## config.mk

```make
export PLATFORM = sky130hd
export DESIGN_NAME = seq_alu
export DESIGN_NICKNAME = d
export VERILOG_FILES = /design/src/rtl/seq_alu_pkg.sv /design/src/rtl/seq_alu_iter.sv /design/src/rtl/seq_alu.sv
export SDC_FILE = /design/constraint.sdc
export NUM_CORES = 1
export LEC_CHECK = 0
export BUFFER_PORTS_ARGS = -buffer_cell sky130_fd_sc_hd__buf_2
export CORE_MARGIN = 2
export CORE_UTILIZATION = 47
export DETAILED_ROUTE_END_ITERATION = 8
export PLACE_DENSITY = 0.71
export SLEW_MARGIN = 20
export SYNTH_ARGS = -nofsm -noshare
export SYNTH_HDL_FRONTEND = slang
export SYNTH_SLANG_ARGS = --single-unit
```

## constraint.sdc

```tcl
create_clock -name clk -period 5.04 [get_ports clk]
set_clock_uncertainty 0.2 [all_clocks]
set_input_delay 0.504 -clock clk [delete_from_list [all_inputs] [get_ports clk]]
set_output_delay 0.504 -clock clk [all_outputs]
set_load 0.05 [all_outputs]
```

## src/rtl/seq_alu_pkg.sv

```systemverilog
// seq_alu_pkg: op encodings and handshake FSM state type for seq_alu.
package seq_alu_pkg;
  localparam logic [1:0] OP_ADD = 2'b00;
  localparam logic [1:0] OP_SUB = 2'b01;
  localparam logic [1:0] OP_MUL = 2'b10;
  localparam logic [1:0] OP_DIV = 2'b11;
  typedef enum logic [1:0] {IDLE, EXEC, DONE} state_t;
endpackage

```

## src/rtl/seq_alu_iter.sv

```systemverilog
// seq_alu_iter: iterative shift-add multiply / restoring divide, WIDTH steps per operation.
module seq_alu_iter #(
  parameter int WIDTH = 8
) (
  input  logic             clk,
  input  logic             rst,
  input  logic             start,
  input  logic             is_div,
  input  logic [WIDTH-1:0] a,
  input  logic [WIDTH-1:0] b,
  output logic             done,
  output logic [WIDTH-1:0] result
);
  localparam int CW = $clog2(WIDTH + 1);
  logic             run, div_q;
  logic [CW-1:0]    cnt;
  logic [WIDTH-1:0] x, y, z, x_d, y_d, z_d;
  logic [WIDTH:0]   sh, diff;
  // x: product accumulator or partial remainder; y: multiplicand or quotient; z: multiplier or divisor
  assign sh     = {x, y[WIDTH-1]};
  assign diff   = sh - {1'b0, z};
  assign x_d    = div_q ? (diff[WIDTH] ? sh[WIDTH-1:0] : diff[WIDTH-1:0]) : x + (z[0] ? y : '0);
  assign y_d    = div_q ? WIDTH'({y, ~diff[WIDTH]}) : y << 1;
  assign z_d    = div_q ? z : z >> 1;
  assign done   = run && cnt == CW'(WIDTH - 1);
  assign result = div_q ? y_d : x_d;
  always_ff @(posedge clk or posedge rst) begin
    if (rst) begin
      run   <= 1'b0;
      div_q <= 1'b0;
      cnt   <= '0;
      x     <= '0;
      y     <= '0;
      z     <= '0;
    end else if (start) begin
      run   <= 1'b1;
      div_q <= is_div;
      cnt   <= '0;
      x     <= '0;
      y     <= a;
      z     <= b;
    end else if (run) begin
      run <= !done;
      cnt <= cnt + CW'(1);
      x   <= x_d;
      y   <= y_d;
      z   <= z_d;
    end
  end
endmodule

```

## src/rtl/seq_alu.sv

```systemverilog
// seq_alu: handshaked sequential ALU (add/sub/mul/div); define SEQ_ALU_ERR_EN to add the
// divide-by-zero err output.
module seq_alu
  import seq_alu_pkg::*;
#(
  parameter int WIDTH = 8
) (
  input  logic             clk,
  input  logic             rst,
  input  logic             in_valid,
  output logic             in_ready,
  input  logic [WIDTH-1:0] a,
  input  logic [WIDTH-1:0] b,
  input  logic [1:0]       op,
  output logic             out_valid,
  input  logic             out_ready,
  output logic [WIDTH-1:0] result
`ifdef SEQ_ALU_ERR_EN
  ,
  output logic             err
`endif
);
  state_t           state_q, state_d;
  logic [WIDTH-1:0] a_q, b_q, res_d, iter_res;
  logic [1:0]       op_q;
  logic             accept, iter_start, iter_done, div0, fin;
  assign in_ready  = state_q == IDLE;
  assign out_valid = state_q == DONE;
  assign accept    = in_valid && in_ready;
  // divide-by-zero never starts the iterator and finishes in a single EXEC cycle
  assign iter_start = accept && op[1] && !(op == OP_DIV && b == '0);
  assign div0       = op_q == OP_DIV && b_q == '0;
  assign fin        = state_q == EXEC && (!op_q[1] || div0 || iter_done);
  assign res_d      = op_q == OP_ADD ? a_q + b_q : op_q == OP_SUB ? a_q - b_q : div0 ? '1 : iter_res;
  seq_alu_iter #(.WIDTH(WIDTH)) u_iter (
    .clk   (clk),
    .rst   (rst),
    .start (iter_start),
    .is_div(op[0]),
    .a     (a),
    .b     (b),
    .done  (iter_done),
    .result(iter_res)
  );
  always_comb begin
    state_d = state_q;
    if (accept) state_d = EXEC;
    else if (fin) state_d = DONE;
    else if (out_valid && out_ready) state_d = IDLE;
  end
  always_ff @(posedge clk or posedge rst) begin
    if (rst) begin
      state_q <= IDLE;
      a_q     <= '0;
      b_q     <= '0;
      op_q    <= OP_ADD;
      result  <= '0;
    end else begin
      state_q <= state_d;
      if (accept) begin
        a_q  <= a;
        b_q  <= b;
        op_q <= op;
      end
      if (fin) result <= res_d;
    end
  end
`ifdef SEQ_ALU_ERR_EN
  always_ff @(posedge clk or posedge rst) begin
    if (rst) err <= 1'b0;
    else if (fin) err <= div0;
  end
`endif
endmodule

```

* Word-level counts from Yosys, hierarchy flattened *
Index checks and enable logic that the tools add are counted.

storage, ports and cells
  output and inout port bits = 10
  bits of input ports = 22
  register bits after elaboration = 58
  logic and storage cells = 66

operators by class
  reduce and logical (&&, ||, !) cells = 20
  $add $sub $neg = 5
  bitwise gates (word level) = 1
  equality and inequality tests = 7
  multiplexer cells = 22

operator list
  operator               number
  $mux W8                14
  $add A8 B8 Y8          2
  $logic_not A8 Y1       2
  $sub A9 B8 Y9          1
  $logic_and A1 B1 Y1    8
  $mux W4                2
  $sub A8 B8 Y8          1
  $eq A2 B2 Y1 const B   3
  $mux W2                3
  $add A4 B1 Y4 const B  1
  $eq A2 B1 Y1 const B   2
  $eq A4 B3 Y1 const B   1
  $logic_not A2 Y1       2
  $logic_not A1 Y1       3
  $mux W1                3
  $reduce_bool A3 Y1     1
  $logic_or A1 B1 Y1     2
  $ne A2 B2 Y1 const B   1
  $reduce_and A2 Y1      1
  $reduce_bool A2 Y1     1
  $not A1 Y1             1

* Logic depth before layout (Yosys ltp) *
Gate-level depths: netlist (run 1).

  depth after elaboration = 7
  depth in mapped cells = 10
  mapped depth without buffers = 10

* Cells and area by module *
From an unflattened synthesis (run 1), not the netlist that was laid out.

unflattened totals
  cells, all modules = 481
  area total of the unflattened synthesis = 4250.3 um^2

modules (own cells, without submodules)
  module        instances  seq. area each (um^2)  cells an instance  area each (um^2)
  seq_alu_iter  1          750.7                  278                2374.8
  seq_alu       1          700.7                  203                1875.5

* Worst setup path before layout (run 1) *
Ideal clock, no wire load.

  path kind = register to register
  from = reg u_iter.x[6]
  to = reg u_iter.x[4]
  library setup time = 0.136 ns
  data required time = 4.704 ns
  arrival time = 2.305 ns
  cell stages (with the launch flop) = 8
  setup slack = 2.399 ns
  buffers on the path = 0
  period minus slack after synthesis = 2.641 ns
  path through = dfrtp_1 -> ha_1 -> a21o_1 -> or4_4 -> o221ai_4 -> mux2_2 -> o211ai_1 -> a21oi_1

on the way
  cells in the longest elaborated chain, start to end = 5

RTL lines
  item                      RTL line            text
  start: declaration        seq_alu_iter.sv:17  logic [WIDTH-1:0] x, y, z, x_d, y_d, z_d;
  start signal: assignment  seq_alu_iter.sv:32  x <= '0;
  start signal: assignment  seq_alu_iter.sv:39  x <= '0;
  start signal: assignment  seq_alu_iter.sv:45  x <= x_d;
  $sub A9 B8 Y9             seq_alu_iter.sv:21  assign diff = sh - {1'b0, z};
  $mux W8 (2 in a row)      seq_alu_iter.sv:22  assign x_d = div_q ? (diff[WIDTH] ? sh[WIDTH-1:0] : diff[WIDTH-1:0]) : x + (z[0] ? y : '0);
  $mux W8                   seq_alu_iter.sv:42  end else if (run) begin
  $mux W8                   seq_alu_iter.sv:35  end else if (start) begin

Every way passes these cells. The select of a mux whose other input is x is not followed.
A chain may end at the register's enable or synchronous reset.

* Worst setup path after layout (run 1) *
  from = reg u_iter.z[0]
  to = reg u_iter.x[6]

on the way
  cells in the longest elaborated chain, start to end = 5
  elaborated cells between the ends (all ways) = 7
  those cells by class = add/sub (2); mux (5)

RTL lines
  item                                      RTL line                                text
  start: declaration                        seq_alu_iter.sv:17
  start signal: assignment                  seq_alu_iter.sv:47                      z <= z_d;
  $sub A9 B8 Y9 or $mux W8 (tied branches)  seq_alu_iter.sv:21, seq_alu_iter.sv:22
  $mux W8 or $add A8 B8 Y8 (tied branches)  seq_alu_iter.sv:22
  $mux W8 (*)                               seq_alu_iter.sv:22
  $mux W8 (*)                               seq_alu_iter.sv:42
  $mux W8 (*)                               seq_alu_iter.sv:35

Mark *: on every way between the ends. The rest lies on a longest branch, timed or not. The select of a mux whose other input is x is not followed.

==> flow_summary_export.csv, run 1 <==
group,metric,value,unit
sta,setup_tns,0,ns
sta,min_period_over_period,58.8,%
logic_synthesis,synth.distinct_cells,55,
route,drt-pass1-iter-count,4,
worst_hold_path,min_path_type,"input pin to async pin",
cts,clock_latency,0.34,ns
logic_synthesis,synthMuxAreaShare,8.03,%
setup_path,worstPathArrival,3.00,ns
setup_path,path_cells,"ha_1, fa_1, nor2b_4, o31a_4, a221oi_4, o221ai_4, nor4_1, a211oi_1, o32ai_1",
final_layout,final_util,54.5,%
grt,grt_max_degree,59,
sta,hold_viol,0,
logic_synthesis,synth.avg_cell_area,9.08,um^2
die,start_util,49.0,%
die,ios,32,
logic_synthesis,synthTopCellsByCount,"dfrtp_1 (58), o21ai_0 (50), nand2_1 (48)",
logic_synthesis,async_flop_share,100,%
placed_design,io_buffers,31,
grt,grtUsageTotal,21.7,%
route,routed_wl,9740,um
cts,cts_max_level,3,
die,die_height,97.0,um
logic_synthesis,synth_top_family_by_area,"compound AO/OA/AOI/OAI gates",
logic_synthesis,yosysTopAreaCellShare,35.7,%
outcome,status,"finished, final reports clean",
logic_synthesis,synth_most_common_cell,"dfrtp_1",
logic_synthesis,synth_compound_area_share,20.4,%
final_layout,n_antenna_cell,0,
cts,cts_tree,"built",
sta,fmax,337,MHz
cts,clk_path_buf_depth,2,
logic_synthesis,netlist_top_cells_area,"dfrtp_1 (36%), ha_1 (9.5%), o21ai_0 (6.2%), mux2i_1 (4.4%), nand2_1 (4.4%)",
cts,clk_pin_slew,0.07,ns
die,core_area,8300,um^2
setup_path,path_delay_family,"compound AO/OA/AOI/OAI gates",
die,die-width,97.0,um
cts,cts_resized,0,
flow_run,max-cap-violations,0,
logic_synthesis,synthAdderAreaFrac,11.5,%
logic_synthesis,ys_ff_latch,58,
setup_path,critPathMaxFanout,10,
grt,grt_pass1_vias,3243,
cts,cts_root_buf,"clkbuf_8",
logic_synthesis,yosys.area_share.xor_xnor,4.31,%
logic_synthesis,syn_area,4070,um^2
setup_path,r2r-end,"u_iter.x[6]",
grt,grt-ovfl-total,0,
grt,grt_pass1_wl,16400,um
logic_synthesis,synth_cells,448,
logic_synthesis,synth_enable_flop_cells,0,
placed_design,hpwl,7160,um
route,drtIter0Drc,256,
sta,worstMarginPinSlew,0.735,ns
cts,clock_sinks,58,
route,vias,3291,
cts,postCtsSetupRepairBufs,0,
die,die-area,9410,um^2
sta,slew_violations,0,
logic_synthesis,ys_seq_area_share,35.7,%
setup_path,rrSetupSlack,2.07,ns
setup_path,rr_startpoint,"u_iter.z[0]",
final_layout,drive_above_1_share,14.7,%
setup_path,critical_path_class,"flip-flop to flip-flop",
setup_path,reg2reg_depth,9,
setup_path,slowest_stage,"dfrtp_1",
route,drcViolationCount,0,
final_layout,nets,530,
logic_synthesis,yosys.area.top_type,"dfrtp_1",
cts,cts_buffers,9,
sta,rsz0062_at_grt,"false",
setup_path,endpoint_kind,"flip-flop",
die,fp-row-count,33,
setup_path,critPathMaxStageDelay,0.51,ns
route,routedWlPerCell,16.7,um
grt,antenna_found_initial,0,
setup_path,startpoint_type,"flip-flop",
route,detail-route-antenna-nets,0,
logic_synthesis,synth-simple-area-share,15.6,%
setup_path,required,5.07,ns
cts,ctsHoldBuffers,0,
setup_path,crit_buf_inv,0,
sta,period_needed,2.97,ns
sta,max_slew_margin,51.0,%
route,via_per_inst,5.65,
placed_design,place.gp.congestion,0.838,
logic_synthesis,synthFlopType,"dfrtp_1",
final_layout,synthToLayoutAreaGrowth,11.1,%
sta,setup_violations,0,
logic_synthesis,yosysWarnings,0,
logic_synthesis,postSynthNetCount,505,
## cell families after synthesis
family	after synthesis
multiplexers	31
flip-flops	58
AND/OR/NAND/NOR	130
adder cells (fa/ha/maj)	35
XOR/XNOR	20
AO/OA/AOI/OAI	126
buffers and inverters	48
## metal layers
metal | share of wire [%] | vias up | GRT usage [%]
li1 | - | 1640 | -
met1 | 47 | 1576 | 29.9
met2 | 47 | 56 | 34.2
met3 | 3.9 | 19 | 4.41
met4 | 2.0 | 0 | 7.04
met5 | 0 | - | 0
## worst register-to-register path, stage by stage (launching register included)
cell,delay (ns)
dfrtp_1,0.51
ha_1,0.25
fa_1,0.26
nor2b_4,0.06
o31a_4,0.32
a221oi_4,0.27
o221ai_4,0.26
nor4_1,0.34
a211oi_1,0.08
o32ai_1,0.30
## worst max path at each step
stage                            from          end  slack (ns)  cells past startpoint
after global placement    u_iter.z[0]  u_iter.x[6]        2.27                      9
after global routing      u_iter.z[0]  u_iter.x[6]        1.91                      9
final                     u_iter.z[0]  u_iter.x[6]        2.07                      9
after CTS                 u_iter.z[0]  u_iter.x[6]        2.10                      9
after floorplan           u_iter.x[6]  u_iter.x[4]        2.40                      7
after detailed placement  u_iter.z[0]  u_iter.x[6]        2.10                      9
## registers in the layout (all words and copies together), names as in the netlist
| register | cells |
|---|---|
| a_q | 8 |
| b_q | 8 |
| result | 8 |
| u_iter.x | 8 |
| u_iter.y | 8 |
| u_iter.z | 8 |
| u_iter.cnt | 4 |
| op_q | 2 |
| state_q | 2 |
| u_iter.div_q | 1 |
| u_iter.run | 1 |
## cells in the final DEF (no fill, tap or decap), types with 7 or more instances in the layout
cell type  netlist  layout
mux2_2          13      13
ha_1            31      31
clkbuf_8         0      11
inv_1           27      26
nor3_1           7       7
a21oi_1         24      24
mux2i_1         18      18
and2_1           9       9
buf_2            3      31
nand2b_1         8       8
a211oi_1         7       7
nor2_1          31      31
nand2_1         48      48
o21ai_0         50      50
a21o_1           7       7
dfrtp_1         58      58
xnor2_1         14      14
## through the flow
step	std cells	hold slack [ns]	cell area (um^2)	setup WS [ns]
CTS	582	0.185	4520	2.10
global placement	567	0.266	4300	2.27
finish	582	0.161	4520	2.07
detailed placement	567	0.269	4300	2.10
floorplan	448	0.300	4070	2.40
global route	582	0.194	4520	1.91
## layout make-up
cell class                      count  area, um^2
Clock buffer                       13         159
Timing Repair Buffer               35         185
Inverter                           27         101
Fill cell                         773        3780
Sequential cell                    58        1450
Clock inverter                      2        60.1
Multi-Input combinational cell    342        2430
Tap cell                          105         131
Power of run 1 is left out: the tool's default activity adds up to more than one toggle a clock period on the data nets, which glitch-free logic cannot reach.
==> run 2, diff against run 1 <==
clock period = 2.75 ns   (was 5.04 ns; I/O delays follow)
==> run 2 against run 1 <==
Critical path depth is 1 higher; global-route usage increased by 1.8 points; utilization rose by 4.7 points; non-clock buffer count increased by 35; final area up 8.7%; worst setup slack got worse by 2.0 ns; register-to-register slack worse by 2.0 ns; routed wire length rose by 11%; via count rose by 7.2%; final cell count up 6.2%; sequential share of layout area decreased by 2.5 points; fmax grew 8.9%; critical path type unchanged; critical endpoint is now result[7]; highest routed layer unchanged.
==> flow_summary_export.csv, run 2 (synthesis gave the netlist of run 1 again) <==
group,metric,value,unit
flow_run,max-cap-violations,0,
die,core_area,8300,um^2
setup_path,startpoint_type,"flip-flop",
die,die-width,97.0,um
setup_path,required,2.78,ns
route,routed_wl,10800,um
final_layout,synthToLayoutAreaGrowth,20.8,%
cts,cts_buffers,9,
cts,clk_path_buf_depth,2,
placed_design,io_buffers,31,
sta,setup_tns,0,ns
grt,grt_max_degree,32,
sta,fmax,367,MHz
placed_design,place.gp.congestion,0.897,
sta,setup_violations,0,
sta,period_needed,2.72,ns
die,start_util,49.0,%
cts,cts_tree,"built",
placed_design,hpwl,7810,um
final_layout,n_antenna_cell,0,
setup_path,critical_path_class,"flip-flop to flip-flop",
grt,grt_pass1_vias,3484,
die,ios,32,
sta,whs,0.0108,ns
final_layout,final_util,59.2,%
die,die-area,9410,um^2
sta,max_slew_margin,52.9,%
sta,worstMarginPinSlew,0.705,ns
outcome,status,"finished, final reports clean",
route,routedWlPerCell,17.5,um
final_layout,final_cell_mix,"dfrtp_1 (57), nand2_1 (48), o21ai_0 (47)",
sta,slew_violations,0,
sta,rsz0062_at_grt,"true",
cts,cts_max_level,3,
route,vias,3527,
route,drtIter0Drc,243,
setup_path,rrSetupSlack,0.03,ns
setup_path,endpoint_kind,"flip-flop",
grt,grtUsageTotal,23.5,%
setup_path,reg2reg_depth,10,
worst_hold_path,min-delay-start,"b[0]",
cts,clk_pin_slew,0.07,ns
grt,grt-ovfl-total,0,
cts,clock_sinks,58,
route,drt-pass1-iter-count,5,
setup_path,cp-endpoint,"result[7]",
die,fp-row-count,33,
setup_path,critPathMaxFanout,5,
final_layout,nets,565,
sta,min_period_over_period,99.1,%
cts,cts_root_buf,"clkbuf_8",
final_layout,drive_above_1_share,20.7,%
cts,clock_latency,0.35,ns
final_layout,layout_commonest_cell,"dfrtp_1",
grt,grt_pass1_wl,17700,um
route,via_per_inst,5.71,
final_layout,design_area,4910,um^2
placed_design,dpl_cell_area,4410,um^2
setup_path,worstPathArrival,2.75,ns
setup_path,rr_startpoint,"u_iter.z[0]",
sta,hold_viol,0,
worst_hold_path,min_path_type,"input pin to flip-flop",
setup_path,r2r-end,"result[7]",
setup_path,critPathLaunch,"u_iter.z[0]",
die,die_height,97.0,um
route,detail-route-antenna-nets,0,
grt,antenna_found_initial,0,
route,drcViolationCount,0,
final_layout,fillCellCount,733,
[run 2: area by class of cell]
type	count	area, um^2	area share (%)
clock inverters	4	72.6	1.48
flip-flops and latches	58	1450	29.6
inverters	27	101	2.06
repair buffers	70	490	9.99
clock buffers	12	165	3.36
well taps	105	131	2.68
multi-input cells	342	2500	50.9
[run 2: worst max-delay path: stages, from the launching register on]
cell and delay [ns]:
dfrtp_2 0.43, buf_6 0.14, and2_1 0.16, ha_1 0.28, a21o_1 0.18, a21oi_1 0.17, nand2_1 0.13, o31a_1 0.28
mux2i_2 0.25, a211oi_1 0.11, a221o_1 0.27
[run 2: layer usage]
layer  share of wire [%]  GRT usage [%]  vias to the layer above
met1                  45           32.0                     1716
met3                 5.1           3.90                       13
met2                  48           39.1                      100
li1                    -              -                     1698
met4                 1.3           5.85                        0
met5                   0              0                        -
[run 2: metrics by stage]
| stage | setup slack, ns | std cells |
|---|---|---|
| global placement | 0.119 | 581 |
| finish | 0.0253 | 618 |
| CTS | 0.0136 | 611 |
| global route | -0.0736 | 618 |
| floorplan | 0.109 | 448 |
| detailed placement | -0.0102 | 581 |
[run 2: worst min-delay path by stage]
stage	to	slack (ns)	cells after the start
2_1_floorplan	a_q[0]	0.19	2
3_3_place_gp	b_q[6]	0.22	2
3_5_place_dp	b_q[6]	0.23	2
4_1_cts	b_q[0]	0.002	2
5_1_grt	b_q[0]	0.01	2
6_report	b_q[0]	0.01	2
[run 2: timing repair]
item	CTS	global route
endpoints found under the hold margin	50	0
pin swaps	1	13
setup endpoints to repair	3	10
hold buffers	14	0
resized for setup	2	17
buffers inserted	0	7
Power of run 2 is left out for the same reason.
